`src/rtl/branch_pkg.sv`:
```
`default_nettype none
// ============================================================================
// Module   : branch_pkg
// Brief    : Shared types and constants for the execute-side branch resolver.
// Revision : 1.0 - initial release
// ============================================================================
package branch_pkg;

  localparam logic [3:0] OPC_BRANCH = 4'b1100;
  localparam int DEF_ADDR_W = 16;

  typedef struct packed {
    logic [DEF_ADDR_W-1:0] pc;
    logic                  taken;
    logic [DEF_ADDR_W-1:0] target;
  } pred_entry_t;

  typedef enum logic [0:0] {
    RUN   = 1'b0,
    FLUSH = 1'b1
  } state_t;

endpackage
`default_nettype wire

```
`src/rtl/branch_resolver_if.sv`:
```
`default_nettype none
// ============================================================================
// Module   : branch_resolver_if
// Brief    : IF push, EX resolve, predictor training and fetch redirect bus.
// Revision : 1.0 - initial release
// ============================================================================
interface branch_resolver_if
  import branch_pkg::*;
#(
  parameter int ADDR_W = DEF_ADDR_W
);
  logic              if_push;
  logic [ADDR_W-1:0] if_pc;
  logic              if_pred_taken;
  logic [ADDR_W-1:0] if_pred_target;

  logic              ex_valid;
  logic [ADDR_W-1:0] ex_pc;
  logic              ex_taken;
  logic [ADDR_W-1:0] ex_target;

  logic              upd_valid;
  logic [ADDR_W-1:0] upd_pc;
  logic [ADDR_W-1:0] upd_bta;
  logic              upd_taken;

  logic              redirect_valid;
  logic [ADDR_W-1:0] redirect_pc;
  logic              flush;

  logic              q_full;
  logic              q_empty;
  logic              q_ovf;

  modport master (
    output if_push, if_pc, if_pred_taken, if_pred_target,
    output ex_valid, ex_pc, ex_taken, ex_target,
    input  upd_valid, upd_pc, upd_bta, upd_taken,
    input  redirect_valid, redirect_pc, flush,
    input  q_full, q_empty, q_ovf
  );

  modport slave (
    input  if_push, if_pc, if_pred_taken, if_pred_target,
    input  ex_valid, ex_pc, ex_taken, ex_target,
    output upd_valid, upd_pc, upd_bta, upd_taken,
    output redirect_valid, redirect_pc, flush,
    output q_full, q_empty, q_ovf
  );

endinterface
`default_nettype wire

```
`src/rtl/pred_queue.sv`:
```
`default_nettype none
// ============================================================================
// Module   : pred_queue
// Brief    : In-order FIFO of pending branch predictions with flash clear.
// Revision : 1.0 - initial release
// ============================================================================
module pred_queue
  import branch_pkg::*;
#(
  parameter int DEPTH = 4
) (
  input  logic        clk,
  input  logic        rst_n,
  input  logic        push,
  input  logic        pop,
  input  logic        clear,
  input  pred_entry_t wr_entry,
  output pred_entry_t head,
  output logic        full,
  output logic        empty
);

  localparam int PTR_W = $clog2(DEPTH);
  localparam int CNT_W = PTR_W + 1;

  logic [PTR_W-1:0] r_wr_ptr;
  logic [PTR_W-1:0] r_rd_ptr;
  logic [CNT_W-1:0] r_count;
  pred_entry_t      r_mem [DEPTH];

  logic w_do_push;
  logic w_do_pop;

  assign full  = (r_count == CNT_W'(DEPTH));
  assign empty = (r_count == '0);
  assign head  = r_mem[r_rd_ptr];

  // A full queue still accepts a push when the head leaves in the same cycle.
  assign w_do_pop  = pop & ~empty;
  assign w_do_push = push & (~full | w_do_pop);

  always_ff @(posedge clk or negedge rst_n) begin
    if (!rst_n) begin
      r_wr_ptr <= '0;
      r_rd_ptr <= '0;
      r_count  <= '0;
    end else if (clear) begin
      r_wr_ptr <= '0;
      r_rd_ptr <= '0;
      r_count  <= '0;
    end else begin
      if (w_do_push) r_wr_ptr <= r_wr_ptr + PTR_W'(1);
      if (w_do_pop)  r_rd_ptr <= r_rd_ptr + PTR_W'(1);
      case ({w_do_push, w_do_pop})
        2'b10:   r_count <= r_count + CNT_W'(1);
        2'b01:   r_count <= r_count - CNT_W'(1);
        default: r_count <= r_count;
      endcase
    end
  end

  always_ff @(posedge clk) begin
    if (w_do_push && !clear) r_mem[r_wr_ptr] <= wr_entry;
  end

endmodule
`default_nettype wire

```
`src/rtl/branch_resolver.sv`:
```
`default_nettype none
// ============================================================================
// Module   : branch_resolver
// Brief    : Checks EX branch outcomes against queued IF predictions, trains
//            the predictor and redirects/flushes fetch on a mispredict.
// Revision : 1.0 - initial release
// ============================================================================
module branch_resolver
  import branch_pkg::*;
#(
  parameter int ADDR_W       = DEF_ADDR_W,
  parameter int DEPTH        = 4,
  parameter int FLUSH_CYCLES = 2
) (
  input  logic               clk,
  input  logic               rst_n,
  branch_resolver_if.slave   bus
);

  localparam int FCNT_W = (FLUSH_CYCLES > 1) ? $clog2(FLUSH_CYCLES) : 1;

  state_t            r_state;
  state_t            w_state_nxt;
  logic [FCNT_W-1:0] r_flush_cnt;
  logic [FCNT_W-1:0] w_flush_cnt_nxt;

  pred_entry_t w_head;
  pred_entry_t w_wr_entry;
  logic        w_full;
  logic        w_empty;

  logic w_mispredict;
  logic w_resolve;
  logic w_mis_evt;
  logic w_push;
  logic w_pop;
  logic w_clear;
  logic w_ovf_set;

  logic              r_upd_valid;
  logic [ADDR_W-1:0] r_upd_pc;
  logic [ADDR_W-1:0] r_upd_bta;
  logic              r_upd_taken;
  logic              r_redirect_valid;
  logic [ADDR_W-1:0] r_redirect_pc;
  logic              r_q_ovf;

  assign w_wr_entry.pc     = bus.if_pc;
  assign w_wr_entry.taken  = bus.if_pred_taken;
  assign w_wr_entry.target = bus.if_pred_target;

  pred_queue #(
    .DEPTH (DEPTH)
  ) u_pred_queue (
    .clk      (clk),
    .rst_n    (rst_n),
    .push     (w_push),
    .pop      (w_pop),
    .clear    (w_clear),
    .wr_entry (w_wr_entry),
    .head     (w_head),
    .full     (w_full),
    .empty    (w_empty)
  );

  // With nothing queued, IF is assumed to have fetched the fall-through path.
  always_comb begin
    if (w_empty) begin
      w_mispredict = bus.ex_taken;
    end else begin
      w_mispredict = (w_head.pc != bus.ex_pc)
                   | (w_head.taken != bus.ex_taken)
                   | (bus.ex_taken & (w_head.target != bus.ex_target));
    end
  end

  always_ff @(posedge clk or negedge rst_n) begin
    if (!rst_n) begin
      r_state     <= RUN;
      r_flush_cnt <= '0;
    end else begin
      r_state     <= w_state_nxt;
      r_flush_cnt <= w_flush_cnt_nxt;
    end
  end

  always_comb begin
    w_state_nxt     = r_state;
    w_flush_cnt_nxt = r_flush_cnt;
    w_resolve       = 1'b0;
    w_mis_evt       = 1'b0;
    w_push          = 1'b0;
    w_pop           = 1'b0;
    w_clear         = 1'b0;
    case (r_state)
      RUN: begin
        w_resolve = bus.ex_valid;
        if (bus.ex_valid && w_mispredict) begin
          w_mis_evt       = 1'b1;
          w_clear         = 1'b1;
          w_state_nxt     = FLUSH;
          w_flush_cnt_nxt = FCNT_W'(FLUSH_CYCLES - 1);
        end else begin
          w_pop  = bus.ex_valid;
          w_push = bus.if_push;
        end
      end
      FLUSH: begin
        // Squashed-instruction traffic is ignored until the count runs out.
        if (r_flush_cnt == '0) begin
          w_state_nxt = RUN;
        end else begin
          w_flush_cnt_nxt = r_flush_cnt - FCNT_W'(1);
        end
      end
      default: begin
        w_state_nxt = RUN;
      end
    endcase
  end

  assign w_ovf_set = w_push & w_full & ~w_pop;

  always_ff @(posedge clk or negedge rst_n) begin
    if (!rst_n) begin
      r_upd_valid      <= 1'b0;
      r_upd_pc         <= '0;
      r_upd_bta        <= '0;
      r_upd_taken      <= 1'b0;
      r_redirect_valid <= 1'b0;
      r_redirect_pc    <= '0;
      r_q_ovf          <= 1'b0;
    end else begin
      r_upd_valid      <= w_resolve;
      r_redirect_valid <= w_mis_evt;
      r_q_ovf          <= r_q_ovf | w_ovf_set;
      if (w_resolve) begin
        r_upd_pc    <= bus.ex_pc;
        r_upd_bta   <= bus.ex_target;
        r_upd_taken <= bus.ex_taken;
      end
      if (w_mis_evt) begin
        r_redirect_pc <= bus.ex_taken ? bus.ex_target : (bus.ex_pc + ADDR_W'(1));
      end
    end
  end

  assign bus.upd_valid      = r_upd_valid;
  assign bus.upd_pc         = r_upd_pc;
  assign bus.upd_bta        = r_upd_bta;
  assign bus.upd_taken      = r_upd_taken;
  assign bus.redirect_valid = r_redirect_valid;
  assign bus.redirect_pc    = r_redirect_pc;
  assign bus.flush          = (r_state == FLUSH);
  assign bus.q_full         = w_full;
  assign bus.q_empty        = w_empty;
  assign bus.q_ovf          = r_q_ovf;

endmodule
`default_nettype wire

```
`src/flat_wrapper.sv`:
```
// flat-port wrapper written by rule: the top's interface ports become plain ports
module branch_resolver_flat import branch_pkg::*;
#(
  parameter int ADDR_W       = DEF_ADDR_W,
  parameter int DEPTH        = 4,
  parameter int FLUSH_CYCLES = 2
)
  (clk, rst_n, bus_if_push, bus_if_pc, bus_if_pred_taken, bus_if_pred_target, bus_ex_valid, bus_ex_pc, bus_ex_taken, bus_ex_target, bus_upd_valid, bus_upd_pc, bus_upd_bta, bus_upd_taken, bus_redirect_valid, bus_redirect_pc, bus_flush, bus_q_full, bus_q_empty, bus_q_ovf);
  branch_resolver_if #(.ADDR_W(ADDR_W)) bus_i ();
  input  logic clk;
  input  logic rst_n;
  input wire logic [$bits(bus_i.if_push)-1:0] bus_if_push;
  input wire logic [$bits(bus_i.if_pc)-1:0] bus_if_pc;
  input wire logic [$bits(bus_i.if_pred_taken)-1:0] bus_if_pred_taken;
  input wire logic [$bits(bus_i.if_pred_target)-1:0] bus_if_pred_target;
  input wire logic [$bits(bus_i.ex_valid)-1:0] bus_ex_valid;
  input wire logic [$bits(bus_i.ex_pc)-1:0] bus_ex_pc;
  input wire logic [$bits(bus_i.ex_taken)-1:0] bus_ex_taken;
  input wire logic [$bits(bus_i.ex_target)-1:0] bus_ex_target;
  output wire logic [$bits(bus_i.upd_valid)-1:0] bus_upd_valid;
  output wire logic [$bits(bus_i.upd_pc)-1:0] bus_upd_pc;
  output wire logic [$bits(bus_i.upd_bta)-1:0] bus_upd_bta;
  output wire logic [$bits(bus_i.upd_taken)-1:0] bus_upd_taken;
  output wire logic [$bits(bus_i.redirect_valid)-1:0] bus_redirect_valid;
  output wire logic [$bits(bus_i.redirect_pc)-1:0] bus_redirect_pc;
  output wire logic [$bits(bus_i.flush)-1:0] bus_flush;
  output wire logic [$bits(bus_i.q_full)-1:0] bus_q_full;
  output wire logic [$bits(bus_i.q_empty)-1:0] bus_q_empty;
  output wire logic [$bits(bus_i.q_ovf)-1:0] bus_q_ovf;
  assign bus_i.if_push = bus_if_push;
  assign bus_i.if_pc = bus_if_pc;
  assign bus_i.if_pred_taken = bus_if_pred_taken;
  assign bus_i.if_pred_target = bus_if_pred_target;
  assign bus_i.ex_valid = bus_ex_valid;
  assign bus_i.ex_pc = bus_ex_pc;
  assign bus_i.ex_taken = bus_ex_taken;
  assign bus_i.ex_target = bus_ex_target;
  assign bus_upd_valid = bus_i.upd_valid;
  assign bus_upd_pc = bus_i.upd_pc;
  assign bus_upd_bta = bus_i.upd_bta;
  assign bus_upd_taken = bus_i.upd_taken;
  assign bus_redirect_valid = bus_i.redirect_valid;
  assign bus_redirect_pc = bus_i.redirect_pc;
  assign bus_flush = bus_i.flush;
  assign bus_q_full = bus_i.q_full;
  assign bus_q_empty = bus_i.q_empty;
  assign bus_q_ovf = bus_i.q_ovf;
  branch_resolver #(.ADDR_W(ADDR_W), .DEPTH(DEPTH), .FLUSH_CYCLES(FLUSH_CYCLES)) u_core (.clk(clk), .rst_n(rst_n), .bus(bus_i));
endmodule
```
`config.mk`:
```
export PLATFORM = sky130hd
export DESIGN_NAME = branch_resolver_flat
export DESIGN_NICKNAME = d
export VERILOG_FILES = /design/src/rtl/branch_pkg.sv /design/src/rtl/branch_resolver_if.sv /design/src/rtl/pred_queue.sv /design/src/rtl/branch_resolver.sv /design/src/flat_wrapper.sv
export SDC_FILE = /design/constraint.sdc
export NUM_CORES = 1
export LEC_CHECK = 0
export ABC_AREA = 1
export CAP_MARGIN = 40
export CORE_MARGIN = 2
export CORE_UTILIZATION = 35
export CTS_CLUSTER_SIZE = 40
export DETAILED_ROUTE_END_ITERATION = 7
export PLACE_DENSITY = 0.58
export SLEW_MARGIN = 20
export SYNTH_ARGS = -nofsm -noshare
export SYNTH_HDL_FRONTEND = slang
export SYNTH_SLANG_ARGS = --single-unit
export TNS_END_PERCENT = 1
```
`constraint.sdc`:
```
create_clock -name clk -period 4 [get_ports clk]
set_input_delay 0.8 -clock clk [delete_from_list [all_inputs] [get_ports clk]]
set_output_delay 0.8 -clock clk [all_outputs]
set_load 0.01 [all_outputs]
```
==> flow_metrics.tcl, run 1 <==
set metrics [dict create \
    cts_setup_buffers 0 \
    grt_start_max_net_pins 68 \
    path_cells "inv_4, buf_12, buf_4, nand2_1, nand3_1, nand3_1, nand2_1, nand3_1, nor2_1, nand3_1, nor2_1, nand4_2, nand2_1, nand3_2, nor2_2, buf_4" \
    worstPathMaxFanout 33 \
    setup_repair_after_global_routing_missed_its_margin "no" \
    detailroute.via_count 6494 \
    clk_pin_slew_worst_paths_ps 80 \
    ir_drop_mv 0.345 \
    start_point_of_the_critical_path "u_core.u_pred_queue.r_rd_ptr[0]" \
    timing.final.max_slew_violations 0 \
    grtUsageTotal_pct 19.1 \
    dieHeight_um 160 \
    end_kind "register" \
    synth.yosys.seq_area_share_pct 64.2 \
    crit_path_start_kind "register" \
    drtPass1Iterations 7 \
    synthArstFlopShare_pct 31.6 \
    ios 125 \
    cts.hold.buffers_added 0 \
    synth-edff-count 132 \
    syn-instance-count 861 \
    fp.dieArea_um2 25700 \
    fin_crit_period_ps 3340 \
    outcome "finished clean" \
    ys.warnings.count 0 \
    cp.buffers_inverters 4 \
    finalCoreUtilization_pct 44.7 \
    postSynthNetCount 937 \
    postPlaceCellArea_um2 10200 \
    clkSinkCount 193 \
    global_route.overflow_total 0 \
    detail_route.vias_per_cell 4.91 \
    grt_first_pass_wirelength_mm 36.9 \
    dominantRegCellSynth "sky130_fd_sc_hd__edfxtp_1" \
    globalplace.congestion 0.992 \
    synth_seq_cells 193 \
    drive_gt1_share_pct 6.61 \
    synthesis.area_um2 8550 \
    post_synth_num_cell_types 30 \
    placement_rows 57 \
    start_util_pct 35.4 \
    post-dp-hpwl_mm 16.6 \
    worst_case_clock_skew_ps 12.1 \
    cts.root.buffer_cell "sky130_fd_sc_hd__clkbuf_16" \
    setup_viol 0 \
    clk_latency_ps 440 \
    worst_hold_path_type "in -> async" \
    rr_endpoint "u_core.u_pred_queue.r_mem[0][26]" \
    ctsResizeCount 0 \
    slew_headroom_pct 55.0 \
    layout-area-overhead-vs-synth_pct 26.3 \
    power_leakage_uw 0.00439 \
    cts_made_buffers 17 \
    postRouteAntennaNets 0 \
    filler_cell_count 2243 \
    critical_path_class "reg -> reg" \
    met3_wl_mm 1.55 \
    critical-path-top-delay-family "simple AND/OR/NAND/NOR gates" \
    routed.top_layer "met4" \
    timing.setup.tns_ps 0 \
    report.final.hold_viol_count 0 \
    period_share_pct 83.6 \
    clock_tree.buffer_depth 2 \
    worst-r2r-setup-slack_ps 660 \
    reg2reg_depth 16 \
    worstReg2RegStart "u_core.u_pred_queue.r_rd_ptr[0]" \
    wl_mm 23.9 \
    footprint_of_the_multi_input_gates_um2 2660 \
    io_buffers 124 \
    cp_slowest_cell "sky130_fd_sc_hd__dfrtp_2" \
    crit_path_frequent_cell "sky130_fd_sc_hd__nand3_1" \
    route.detailed.drc 0 \
    final-seq-area_um2 5490 \
    drt_iter0_drc 750 \
    timing.fmax_ghz 0.299 \
    wl_met2_mm 11.0 \
    timing_worst_slew_pin_value_ps 675 \
    required_ps 4110 \
    most_common_cell_after_layout_fill_and_taps_aside "sky130_fd_sc_hd__nand2_1" \
    crit_arrival_ps 3450 \
    detail_route.wl_per_cell_um 18.1 \
    net_total_in_the_final_layout 1061 \
    syn_area_per_cell_um2 9.93 \
    cts_tree "yes" \
    wl_met1_mm 10.7 \
    max-cap-violations 0 \
    worst_path_largest_cell_delay_ps 450 \
    initial_antenna_violation_count 1 \
    floorplan.core_area_um2 24200 \
    power-per-cell-area_nw_per_um2 572 \
    final_cell_area_um2 10800 \
    clock_tree.htree_level_count 4 \
    layout.cells.most_common_list "313 x sky130_fd_sc_hd__nand2_1, 132 x sky130_fd_sc_hd__edfxtp_1, 123 x sky130_fd_sc_hd__clkdlybuf4s50_1" \
    die_width_um 160 \
    critical_path_depth 16 \
    grt_pass1_vias 6321 \
]
## routing by layer
| layer | vias to the layer above | global-route usage, % |
|---|---|---|
| li1 | 3130 | - |
| met3 | 39 | 4.24 |
| met5 | - | 0 |
| met2 | 238 | 29.9 |
| met4 | 0 | 7.21 |
| met1 | 3087 | 26.3 |
## worst max-delay path by stage
stage	endpoint	slack, ps
4_1_cts	u_core.u_pred_queue.r_mem[0][22]	610
5_1_grt	u_core.u_pred_queue.r_count[2]	250
2_1_floorplan	u_core.u_pred_queue.r_mem[0][0]	400
3_5_place_dp	u_core.u_pred_queue.r_mem[0][5]	340
6_report	u_core.u_pred_queue.r_mem[0][26]	660
3_3_place_gp	u_core.u_pred_queue.r_mem[0][5]	380
## kinds of logic (layout without fill, tap and decap cells)
| family | count (synthesis) | in the layout | synth area share (%) |
|---|---|---|---|
| fa+ha+maj | 6 | 6 | 0.965 |
| buf+inv | 84 | 221 | 4.92 |
| other cells | 0 | 1 | 0 |
| xor+xnor | 15 | 15 | 1.54 |
| compound gates | 67 | 67 | 4.11 |
| simple gates | 496 | 496 | 24.3 |
| flops | 193 | 193 | 64.2 |
## worst reg2reg max path, cell delays in order (launching register included)
cell and delay, ps:
sky130_fd_sc_hd__dfrtp_2 450, sky130_fd_sc_hd__inv_4 310, sky130_fd_sc_hd__buf_12 250, sky130_fd_sc_hd__buf_4 180, sky130_fd_sc_hd__nand2_1 50, sky130_fd_sc_hd__nand3_1 80
sky130_fd_sc_hd__nand3_1 80, sky130_fd_sc_hd__nand2_1 90, sky130_fd_sc_hd__nand3_1 80, sky130_fd_sc_hd__nor2_1 90, sky130_fd_sc_hd__nand3_1 70, sky130_fd_sc_hd__nor2_1 170
sky130_fd_sc_hd__nand4_2 230, sky130_fd_sc_hd__nand2_1 160, sky130_fd_sc_hd__nand3_2 190, sky130_fd_sc_hd__nor2_2 180, sky130_fd_sc_hd__buf_4 350
## per-stage QoR
stage,power [uW],setup WS [ps],std cells,hold slack [ps]
floorplan,3540,396,861,491
global route,6500,252,1323,421
CTS,6220,607,1322,396
global placement,4460,377,1289,463
finish,6180,658,1323,388
detailed placement,4490,337,1290,469
## cells in the mapped netlist, drive strengths merged, types with 7 or more instances
cell type,instances,area [um2]
a21oi,7,35.0
a31oi,11,68.8
buf,26,200
clkbuf,9,33.8
dfrtp,61,1530
edfxtp,132,3960
inv,47,179
nand2,318,1210
nand3,118,601
nor2,47,184
o21ai,48,240
xor2,15,131
## layout make-up
| cell class | count | area share [%] |
|---|---|---|
| flip-flops and latches | 193 | 50.8 |
| repair buffers | 140 | 13.4 |
| clock buffers | 17 | 3.94 |
| multi-input cells | 584 | 24.6 |
| well taps | 324 | 3.75 |
| inverters | 49 | 1.73 |
| clock inverters | 15 | 1.73 |
| diodes | 1 | 0.0232 |
## report_power, final
group	leakage [uW]	total, uW	switching [uW]	internal, uW
logic	0.00215	1660	888	774
clock network	0.000297	1750	841	904
registers	0.00194	2770	215	2560
total	0.00439	6180	1940	4230
## sequential cells by signal, indices dropped and copies added, names as in the netlist
| register | flops |
|---|---|
| u_core.bus.flush | 1 |
| u_core.bus.upd_bta | 16 |
| u_core.u_pred_queue.r_wr_ptr | 2 |
| u_core.bus.upd_pc | 16 |
| u_core.u_pred_queue.r_count | 3 |
| u_core.u_pred_queue.r_mem | 132 |
| u_core.bus.redirect_pc | 16 |
| u_core.r_flush_cnt | 1 |
| u_core.bus.redirect_valid | 1 |
| u_core.u_pred_queue.r_rd_ptr | 2 |
| u_core.bus.q_ovf | 1 |
| u_core.bus.upd_taken | 1 |
| u_core.bus.upd_valid | 1 |
Power figures use the tool's default switching activity.
==> run 2, diff against run 1 <==
- clock period: 4 -> 3.12 ns (I/O delays scaled with it)
==> run 2 against run 1 <==
Effect of this change: setup slack got worse by 430 ps; sequential share of layout area fell by 2.9 points; core utilization rose by 2.7 points; largest cell class unchanged; sequential power rose by 28%; wire length rose by 1.4%; global-route usage fell by 0.29 points; sequential cell count did not move; register-to-register slack got worse by 430 ps; critical endpoint is now u_core.u_pred_queue.r_mem[2][9]; die area did not move; fmax rose by 16%; via count rose by 1.9%; combinational power rose by 35%.
==> flow_metrics.tcl, run 2 (same netlist as run 1, synthesis figures left out) <==
set metrics [dict create \
    global_route.overflow_total 0 \
    start_util_pct 35.4 \
    postRouteAntennaNets 0 \
    most_common_cell_after_layout_fill_and_taps_aside "sky130_fd_sc_hd__nand2_1" \
    net_total_in_the_final_layout 1128 \
    hold_slack_ps 220 \
    io_buffers 124 \
    dieHeight_um 160 \
    layout.cells.most_common_list "311 x sky130_fd_sc_hd__nand2_1, 132 x sky130_fd_sc_hd__edfxtp_1, 123 x sky130_fd_sc_hd__clkdlybuf4s50_1" \
    fin_crit_period_ps 2890 \
    clock_tree.buffer_depth 2 \
    largest_reg_flops 132 \
    power_leakage_uw 0.00474 \
    drt_iter0_drc 537 \
    slew_headroom_pct 55.9 \
    floorplan.core_area_um2 24200 \
    period_share_pct 92.7 \
    clk_pin_slew_worst_paths_ps 70 \
    ios 125 \
    final_cell_area_um2 11500 \
    post-dp-hpwl_mm 16.9 \
    power-per-cell-area_nw_per_um2 689 \
    crit_arrival_ps 3010 \
    die_width_um 160 \
    critical_path_class "reg -> reg" \
    placement_rows 57 \
    total_placed_cells_including_tap_cells 1348 \
    postPlaceCellArea_um2 10700 \
    ir_drop_mv 0.322 \
    route.detailed.drc 0 \
    detail_route.vias_per_cell 4.77 \
    drive_gt1_share_pct 13.5 \
    fp.dieArea_um2 25700 \
    required_ps 3230 \
    cts_made_buffers 17 \
    setup_repair_after_global_routing_missed_its_margin "no" \
    initial_antenna_violation_count 0 \
    end_kind "register" \
    clkSinkCount 193 \
    worst_case_clock_skew_ps 9.83 \
    timing_worst_slew_pin_value_ps 661 \
    globalplace.congestion 0.835 \
    top_reg_by_flops "u_core.u_pred_queue.r_mem" \
    layout-area-overhead-vs-synth_pct 33.9 \
    outcome "finished clean" \
    report.final.hold_viol_count 0 \
    timing.final.max_slew_violations 0 \
    timing.fmax_ghz 0.346 \
    wl_mm 24.3 \
    setup_viol 0 \
    clock_tree.htree_level_count 4 \
    grt_pass1_vias 6321 \
    worstPathMaxFanout 28 \
    worst_hold_path_type "in -> async" \
    drtPass1Iterations 5 \
    cts.root.buffer_cell "sky130_fd_sc_hd__clkbuf_16" \
    grt_first_pass_wirelength_mm 36.7 \
    crit_path_start_kind "register" \
    cts_tree "yes" \
    max-cap-violations 0 \
    final_cells 1388 \
    grt_start_max_net_pins 60 \
    grtUsageTotal_pct 18.8 \
    clk_latency_ps 430 \
    timing.setup.tns_ps 0 \
    detailroute.via_count 6617 \
    detail_route.wl_per_cell_um 17.5 \
    insertedDiodeCount 0 \
    filler_cell_count 2199 \
]
==> run 2: cell count changes in the layout (fill, tap and decap cells not counted), moves of 4 or more <==
| cell | before | now |
|---|---|---|
| sky130_fd_sc_hd__buf_12 | 6 | 10 |
| sky130_fd_sc_hd__clkbuf_16 | 17 | 21 |
| sky130_fd_sc_hd__buf_4 | 9 | 67 |
| sky130_fd_sc_hd__nor2_1 | 42 | 38 |
| sky130_fd_sc_hd__inv_6 | 4 | 0 |
==> run 2: worst paths after layout <==
check,startpoint,end,slack [ps],cells after the start
max,u_core.u_pred_queue.r_rd_ptr[0],u_core.u_pred_queue.r_mem[2][9],230,17
min,rst_n,u_core.bus.upd_bta[15],220,1
max reg2reg,u_core.u_pred_queue.r_rd_ptr[0],u_core.u_pred_queue.r_mem[2][9],230,17
min reg2reg,u_core.bus.upd_bta[5],u_core.bus.upd_bta[5],480,2
max in group asynchronous,rst_n,u_core.r_flush_cnt,2170,2
min in group clk,u_core.bus.upd_bta[5],u_core.bus.upd_bta[5],480,2
==> run 2: what timing repair did <==
action	CTS	global route
buffers inserted	0	5
setup endpoints to repair	0	134
hold buffers	0	0
resized for setup	0	19
==> run 2: worst max-delay path, cell delays in order (launching register included) <==
cell,delay (ps)
sky130_fd_sc_hd__dfrtp_2,440
sky130_fd_sc_hd__buf_12,140
sky130_fd_sc_hd__inv_8,110
sky130_fd_sc_hd__buf_16,160
sky130_fd_sc_hd__buf_4,130
sky130_fd_sc_hd__nand2_1,50
sky130_fd_sc_hd__nand3_1,90
sky130_fd_sc_hd__nand3_1,70
sky130_fd_sc_hd__nand2_1,90
sky130_fd_sc_hd__nand3_1,70
sky130_fd_sc_hd__nor2_1,90
sky130_fd_sc_hd__nand3_1,90
sky130_fd_sc_hd__nor2_2,170
sky130_fd_sc_hd__nand4_4,120
sky130_fd_sc_hd__nand2_1,110
sky130_fd_sc_hd__nand3_2,150
sky130_fd_sc_hd__nor2_2,200
sky130_fd_sc_hd__buf_12,260
==> run 2: layer usage <==
metal  track usage [%]  part of all wire (%)  up-vias  wire length [um]
met5                 0                     0        -                 0
met4              4.95                   1.1        0               255
met3              3.36                   6.5       16              1570
met2              30.6                    47      235             11400
met1              26.3                    45     3106             11000
li1                  -                     -     3260                 -
==> run 2: where the power goes <==
| group | leakage (uW) | switching, uW | internal (uW) |
|---|---|---|---|
| clock network | 0.000274 | 932 | 1170 |
| registers | 0.00194 | 266 | 3280 |
| logic | 0.00253 | 1150 | 1090 |
==> run 2: stage by stage <==
step           power (uW)  setup slack, ps  util (%)
6_report             7890              227      47.4
5_1_grt              8290             7.61      47.4
4_1_cts              7930             82.1      46.4
3_5_place_dp         5820            -45.2      44.1
3_3_place_gp         5790            -34.9      44.1
2_1_floorplan        4540             -484         -
==> run 2: final cells by class <==
type                    count  area, um2  share of cell area [%]
clock buffers              17        425                    3.72
clock inverters            14        143                    1.25
well taps                 324        405                    3.54
repair buffers            207       2080                    18.1
flip-flops and latches    193       5490                    48.0
inverters                  49        191                    1.67
multi-input cells         584       2720                    23.7
